`config.mk`:
```
export PLATFORM = sky130hd
export DESIGN_NAME = icache_lite_flat
export DESIGN_NICKNAME = d
export VERILOG_FILES = /design/src/rtl/icache_lite_if.sv /design/src/rtl/icache_lite.sv /design/src/flat_wrapper.sv
export SDC_FILE = /design/constraint.sdc
export NUM_CORES = 2
export LEC_CHECK = 0
export BUFFER_PORTS_ARGS = -buffer_cell sky130_fd_sc_hd__buf_2
export CORE_MARGIN = 10
export CORE_UTILIZATION = 60
export DETAILED_ROUTE_END_ITERATION = 8
export GPL_TIMING_DRIVEN = 0
export PLACE_DENSITY = 0.83
export SYNTH_ARGS = -nofsm -noshare
export SYNTH_HDL_FRONTEND = slang
export SYNTH_SLANG_ARGS = --single-unit
```
`constraint.sdc`:
```
create_clock -name clock -period 9.88 [get_ports clock]
set_clock_uncertainty 0.1 [all_clocks]
set_input_delay 2.47 -clock clock [delete_from_list [all_inputs] [get_ports clock]]
set_output_delay 2.47 -clock clock [all_outputs]
set_load 0.05 [all_outputs]
```
`src/rtl/icache_lite_if.sv`:
```
// Fetch-side and refill-bus signals of icache_lite, grouped so the cache and
// its environment connect through one bundle.
interface icache_lite_if;
  logic        ioMem_ren;
  logic [31:0] ioMem_addr;
  logic        ioMem_hit;
  logic [63:0] ioMem_rData;
  logic        ioMem_rvalid;
  logic        flush;
  logic        bus_req;
  logic [31:0] bus_addr;
  logic        bus_gnt;
  logic        bus_rvalid;
  logic [63:0] bus_rdata;

  modport slave (
    input  ioMem_ren, ioMem_addr, flush, bus_gnt, bus_rvalid, bus_rdata,
    output ioMem_hit, ioMem_rData, ioMem_rvalid, bus_req, bus_addr
  );

  modport master (
    output ioMem_ren, ioMem_addr, flush, bus_gnt, bus_rvalid, bus_rdata,
    input  ioMem_hit, ioMem_rData, ioMem_rvalid, bus_req, bus_addr
  );
endinterface

```
`src/rtl/icache_lite.sv`:
```
// Direct-mapped, read-only instruction cache with 64-bit lines, a single
// outstanding refill and fence.i-style flush.
module icache_lite #(
  parameter int NUM_LINES = 16
) (
  input  logic          clock,
  input  logic          reset,
  icache_lite_if.slave  io,
  output logic          busy,
  output logic [31:0]   hit_cnt,
  output logic [31:0]   miss_cnt
);

  localparam int IDX_W = $clog2(NUM_LINES);
  localparam int TAG_W = 29 - IDX_W;

  localparam logic [1:0] ST_IDLE = 2'd0;
  localparam logic [1:0] ST_REQ  = 2'd1;
  localparam logic [1:0] ST_WAIT = 2'd2;
  localparam logic [1:0] ST_FILL = 2'd3;

  function automatic logic [31:0] sat_inc(input logic [31:0] v);
    if (v == 32'hFFFF_FFFF) begin
      return v;
    end else begin
      return v + 32'd1;
    end
  endfunction

  logic [1:0]           state_r;
  logic [NUM_LINES-1:0] valid_r;
  logic                 flush_pend_r;
  logic                 bus_req_r;
  logic [31:0]          bus_addr_r;
  logic [63:0]          rdata_r;
  logic                 rvalid_r;
  logic [31:0]          hit_cnt_r;
  logic [31:0]          miss_cnt_r;

  logic [TAG_W-1:0]     tag_mem  [NUM_LINES];
  logic [63:0]          data_mem [NUM_LINES];

  logic [IDX_W-1:0]     req_idx_s;
  logic [TAG_W-1:0]     req_tag_s;
  logic [IDX_W-1:0]     fill_idx_s;
  logic [TAG_W-1:0]     fill_tag_s;
  logic                 hit_s;
  logic                 fill_s;

  assign req_idx_s  = io.ioMem_addr[3 +: IDX_W];
  assign req_tag_s  = io.ioMem_addr[31 -: TAG_W];
  // The latched refill address doubles as the line index/tag being filled.
  assign fill_idx_s = bus_addr_r[3 +: IDX_W];
  assign fill_tag_s = bus_addr_r[31 -: TAG_W];
  assign fill_s     = (state_r == ST_WAIT) && io.bus_rvalid;

  // Lookup: only an idle cache without a concurrent flush can hit.
  always_comb begin
    hit_s = 1'b0;
    if ((state_r == ST_IDLE) && io.ioMem_ren && !io.flush &&
        valid_r[req_idx_s] && (tag_mem[req_idx_s] == req_tag_s)) begin
      hit_s = 1'b1;
    end else begin
      hit_s = 1'b0;
    end
  end

  // Control FSM, valid bits, refill request, returned data and counters.
  always_ff @(posedge clock or posedge reset) begin
    if (reset) begin
      state_r      <= ST_IDLE;
      valid_r      <= '0;
      flush_pend_r <= 1'b0;
      bus_req_r    <= 1'b0;
      bus_addr_r   <= 32'd0;
      rdata_r      <= 64'd0;
      rvalid_r     <= 1'b0;
      hit_cnt_r    <= 32'd0;
      miss_cnt_r   <= 32'd0;
    end else begin
      case (state_r)
        ST_IDLE: begin
          if (io.flush) begin
            valid_r      <= '0;
            flush_pend_r <= 1'b0;
          end else if (hit_s) begin
            rdata_r   <= data_mem[req_idx_s];
            hit_cnt_r <= sat_inc(hit_cnt_r);
          end else if (io.ioMem_ren) begin
            bus_req_r  <= 1'b1;
            bus_addr_r <= io.ioMem_addr & 32'hFFFF_FFF8;
            miss_cnt_r <= sat_inc(miss_cnt_r);
            state_r    <= ST_REQ;
          end
        end
        ST_REQ: begin
          if (io.flush) begin
            flush_pend_r <= 1'b1;
          end
          if (io.bus_gnt) begin
            bus_req_r <= 1'b0;
            state_r   <= ST_WAIT;
          end
        end
        ST_WAIT: begin
          if (io.flush) begin
            flush_pend_r <= 1'b1;
          end
          if (io.bus_rvalid) begin
            valid_r[fill_idx_s] <= 1'b1;
            rdata_r             <= io.bus_rdata;
            rvalid_r            <= 1'b1;
            state_r             <= ST_FILL;
          end
        end
        ST_FILL: begin
          rvalid_r <= 1'b0;
          state_r  <= ST_IDLE;
          // A flush seen during the refill wipes everything, the new line included.
          if (flush_pend_r || io.flush) begin
            valid_r      <= '0;
            flush_pend_r <= 1'b0;
          end
        end
        default: begin
          state_r   <= ST_IDLE;
          bus_req_r <= 1'b0;
          rvalid_r  <= 1'b0;
        end
      endcase
    end
  end

  // Line tag/data storage; contents are meaningless until the valid bit is set.
  always_ff @(posedge clock) begin
    if (fill_s) begin
      tag_mem[fill_idx_s]  <= fill_tag_s;
      data_mem[fill_idx_s] <= io.bus_rdata;
    end
  end

  assign io.ioMem_hit    = hit_s;
  assign io.ioMem_rData  = rdata_r;
  assign io.ioMem_rvalid = rvalid_r;
  assign io.bus_req      = bus_req_r;
  assign io.bus_addr     = bus_addr_r;
  assign busy            = (state_r != ST_IDLE);
  assign hit_cnt         = hit_cnt_r;
  assign miss_cnt        = miss_cnt_r;

endmodule

```
`src/flat_wrapper.sv`:
```
// flat-port wrapper written by rule: the top's interface ports become plain ports
module icache_lite_flat 
#(
  parameter int NUM_LINES = 16
)
  (clock, reset, busy, hit_cnt, miss_cnt, io_ioMem_ren, io_ioMem_addr, io_flush, io_bus_gnt, io_bus_rvalid, io_bus_rdata, io_ioMem_hit, io_ioMem_rData, io_ioMem_rvalid, io_bus_req, io_bus_addr);
  icache_lite_if io_i ();
  input  logic clock;
  input  logic reset;
  output logic busy;
  output logic [31:0] hit_cnt;
  output logic [31:0] miss_cnt;
  input wire logic [$bits(io_i.ioMem_ren)-1:0] io_ioMem_ren;
  input wire logic [$bits(io_i.ioMem_addr)-1:0] io_ioMem_addr;
  input wire logic [$bits(io_i.flush)-1:0] io_flush;
  input wire logic [$bits(io_i.bus_gnt)-1:0] io_bus_gnt;
  input wire logic [$bits(io_i.bus_rvalid)-1:0] io_bus_rvalid;
  input wire logic [$bits(io_i.bus_rdata)-1:0] io_bus_rdata;
  output wire logic [$bits(io_i.ioMem_hit)-1:0] io_ioMem_hit;
  output wire logic [$bits(io_i.ioMem_rData)-1:0] io_ioMem_rData;
  output wire logic [$bits(io_i.ioMem_rvalid)-1:0] io_ioMem_rvalid;
  output wire logic [$bits(io_i.bus_req)-1:0] io_bus_req;
  output wire logic [$bits(io_i.bus_addr)-1:0] io_bus_addr;
  assign io_i.ioMem_ren = io_ioMem_ren;
  assign io_i.ioMem_addr = io_ioMem_addr;
  assign io_i.flush = io_flush;
  assign io_i.bus_gnt = io_bus_gnt;
  assign io_i.bus_rvalid = io_bus_rvalid;
  assign io_i.bus_rdata = io_bus_rdata;
  assign io_ioMem_hit = io_i.ioMem_hit;
  assign io_ioMem_rData = io_i.ioMem_rData;
  assign io_ioMem_rvalid = io_i.ioMem_rvalid;
  assign io_bus_req = io_i.bus_req;
  assign io_bus_addr = io_i.bus_addr;
  icache_lite #(.NUM_LINES(NUM_LINES)) u_core (.clock(clock), .reset(reset), .io(io_i), .busy(busy), .hit_cnt(hit_cnt), .miss_cnt(miss_cnt));
endmodule
```
==> results.txt <==
worst relative slew slack: 13.61%
htree depth: 4
terminus of the critical flop-to-flop path: u_core.io.ioMem_rData[5]$_DFFE_PP0P_
Tightest Pin Transition: 1.296 ns
final-layout fill cell count: 5786
ratio of cells with drive above 1 in the final layout: 30.82%
clock tree from TritonCTS: built
largest net degree at the start of global routing: 113
startpoint of the most critical register-to-register path: u_core.tag_mem[5][10]$_DFFE_PP_
cell-by-cell trace of the critical path: buf_2, buf_2, buf_1, clkbuf_1, clkbuf_1, nand2_1, a31oi_1, xnor2_1, nor4b_1, nand4_2, inv_1, buf_2
Min-Delay Path Depth: 1
portion of synthesized cell area occupied by the leading cell type: 68.80%
overall power of the completed layout: 17.47 mW
signal arrival time at the worst endpoint: 6.60 ns
initial standard-cell utilization of the core: 60.23%
global-route wire length before repair: 247900 µm
setup slack of the most critical reg-to-reg path: 4.72 ns
number of enable flip-flop cells after synthesis: 1424
number of buffers and inverters on the critical path: 7
XOR/XNOR Fraction of Synth Area: 1.325%
Critical Path Sink Type: primary output
final setup vio count: 0
cell with the most instances after synthesis: edfxtp_1
start point of the worst min-delay path: u_core.hit_cnt[28]$_DFFE_PP0P_
worst reg-to-reg path cell count: 12
Power per Cell Area: 241.5 mW/mm²
drt wl/cell: 34.92 µm
buffers inserted by post-CTS timing repair: 0
Mapped Avg Cell Area: 21.40 µm²
destination of the worst hold path: u_core.hit_cnt[28]$_DFFE_PP0P_
Yosys top cell by area: edfxtp_1
number of rows created at floorplan: 118
instance count of the mapped netlist: 2904
horizontal die dimension: 341.9 µm
Vert. Die Dim: 341.9 µm
result of the run: completed
number of resized instances in the post-cts repair step: 0
worst voltage drop across the vdd grid: 233.8 µV
cell chosen for the clock root: clkbuf_16
final net count: 3538
class of the tightest hold or removal check: reg2reg
post-detailed-route DRC marker count: 0
final-report max-slew violation count: 0
gr ovfl total: 0
initial antenna violation count: 31
initial drt markers: 5005
WS Path Type: in2out
warnings from Yosys: 0
critical path peak fanout: 10
number of routed nets with antenna violations: 0
Synth async-reset ratio: 11.11%
Compound-Gate Fraction of Synth Area: 2.120%
max-capacitance violation count: 0
fraction of the cycle the final worst path needs: 92.82%
combinational family with the most area after synthesis: multiplexers
slowest stage cell, crit path: buf_1
sequential cell area fraction in the yosys report: 75.96%
post-DR vias/cell: 6.931
final HPWL from detailed placement: 103100 µm
maximum number of buffers from clock root to sink: 3
CTS Hold Bufs: 0
final hold viol count: 0
post-synthesis share of cell area spent on full adders, half adders and majority gates: 0.1409%
number of buffer cells added on primary ports: 258
Final Wtd Congestion: 0.8383
area share of and/or/nand/nor cells after synthesis: 1.997%
GRT Total Usage: 29.56%
synthesis-to-finish area growth: 16.41%
clock-pin slew of the registers on the worst-case setup and hold paths: 0.06 ns
most frequently used flop master after synthesis: edfxtp_1
Floorplan Core Area: 0.1032 mm²
via count of the first global-routing pass: 35020
FMAX: 0.1090 GHz
post-synthesis cell area: 0.06216 mm²
mux contribution to synthesized area: 17.25%
detailed-route via count: 34360
post-route insts no fill: 4957
wire length reported by the detailed router: 173100 µm
count of unique library cells instantiated by Yosys: 49
Placed Instances: 4653
smallest hold slack: 0.3842 ns
biggest cell delay along the critical path: 0.64 ns
io pins: 266
minimum clock period: 9.171 ns
cell class contributing the biggest share of worst-path delay: buffers and inverters
Num CTS Buffers: 154
Worst path most repeated cell: buf_2
top area cells in the synthesized netlist: edfxtp_1, mux4_2, dfrtp_1, mux2i_1, xnor2_1
synth cell count leaders: edfxtp_1, mux4_2, dfrtp_1, mux2i_1, a21oi_1
required time of the critical path: 7.31 ns
static leakage power: 24.68 nW
clk sinks: 1602
number of synthesized register bits: 1602
number of detailed-route iterations in the first pass: 5
setup repair after global routing missed its margin: no
latest clock arrival within the worst-skew pair: 0.78 ns
critical path startpoint category: input pin
DIE AREA: 0.1169 mm²
final cell utilization of the core: 70.11%
-- layout make-up --
class | instances | area [µm²] | area share, %
Timing Repair Buffer | 367 | 3206 | 4.430
Clock inverter | 83 | 895.9 | 1.238
Tap cell | 1380 | 1727 | 2.386
Antenna cell | 18 | 45.04 | 0.06225
Buffer | 164 | 698.2 | 0.9649
Inverter | 12 | 52.55 | 0.07263
Clock buffer | 203 | 4203 | 5.808
Sequential cell | 1602 | 47220 | 65.25
Multi-Input combinational cell | 1128 | 14320 | 19.78
-- layout by cell type (no fill, tap or decap), types with 14 or more instances in the layout --
cell	netlist	final
diode_2	0	18
clkbuf_1	82	119
nor2_1	44	32
mux2i_1	141	141
dfrtp_1	178	178
mux2_2	39	39
clkbuf_16	0	158
bufinv_16	0	14
nor3_1	20	16
edfxtp_1	1424	1424
buf_12	0	37
a31oi_1	70	70
nand3_1	36	36
nor4_1	19	19
nand2_1	39	39
mux4_2	394	394
a21oi_1	89	89
buf_6	0	42
buf_1	36	36
buf_2	36	294
buf_16	0	20
xor2_1	43	43
clkinv_1	1	24
and3_1	23	23
xnor2_1	51	51
clkinv_2	0	25
-- stage by stage --
step / setup WS (ns) / cell area (µm²) / TNS, ns
after floorplan: 0.4934 / 62160 / 0
after global placement: -8.086 / 65180 / -5238.69
after detailed placement: 0.7693 / 67210 / 0
after CTS: 0.7851 / 72310 / 0
after global routing: 0.5414 / 72340 / 0
final: 0.7094 / 72360 / 0
-- power breakdown --
group / switching [mW] / internal (mW) / total [mW]
clock network: 2.58 / 3.39 / 5.97
logic: 2.10 / 0.835 / 2.94
registers: 0.483 / 8.08 / 8.56
-- worst reg2reg max path, stage by stage (launching register included) --
cell and delay, ns:
edfxtp_1 0.37, mux4_2 0.49, mux4_2 0.50, xnor2_1 0.21, nand3_1 0.10, or3_1 0.47
a2111oi_4 0.43, nand4_2 0.59, o21ai_0 0.43, buf_2 0.55, buf_2 0.40, a21oi_1 0.17
a31oi_1 0.25
-- flip-flops by register name, summed over array words and instances (netlist names) --
| signal | flops |
|---|---|
| u_core.data_mem | 1024 |
| u_core.tag_mem | 400 |
| u_core.io.ioMem_rData | 64 |
| u_core.hit_cnt | 32 |
| u_core.miss_cnt | 32 |
| u_core.io.bus_addr | 29 |
| u_core.valid_r | 16 |
| u_core.state_r | 2 |
| u_core.flush_pend_r | 1 |
| u_core.io.bus_req | 1 |
| u_core.io.ioMem_rvalid | 1 |
-- worst max-delay path by stage --
stage | startpoint | to | slack, ns | depth (start not counted)
floorplan | io_bus_rvalid | u_core.data_mem[3][0]$_DFFE_PP_ | 0.49 | 2
global placement | io_bus_rvalid | u_core.data_mem[0][49]$_DFFE_PP_ | -8.09 | 3
detailed placement | io_ioMem_addr[6] | io_ioMem_hit | 0.77 | 12
CTS | io_ioMem_addr[5] | io_ioMem_hit | 0.79 | 13
global route | io_ioMem_addr[6] | io_ioMem_hit | 0.54 | 12
finish | io_ioMem_addr[6] | io_ioMem_hit | 0.71 | 12
-- routing by layer --
metal / track usage (%) / up-vias / share of wire [%]
met5: 0 / - / 0.10
met2: 47.68 / 2899 / 49
met1: 37.34 / 17700 / 33
met3: 8.508 / 574 / 12
li1: - / 13160 / -
met4: 13.36 / 28 / 4.9
-- logic make-up after synthesis --
logic type,count (synthesis)
AOI/OAI and AO/OA,213
muxes,574
adders and majority gates,7
buffers and inverters,176
DFF,1602
and+or+nand+nor,237
other,1
xor gates and xnor gates,94
Power figures use the tool's default switching activity.
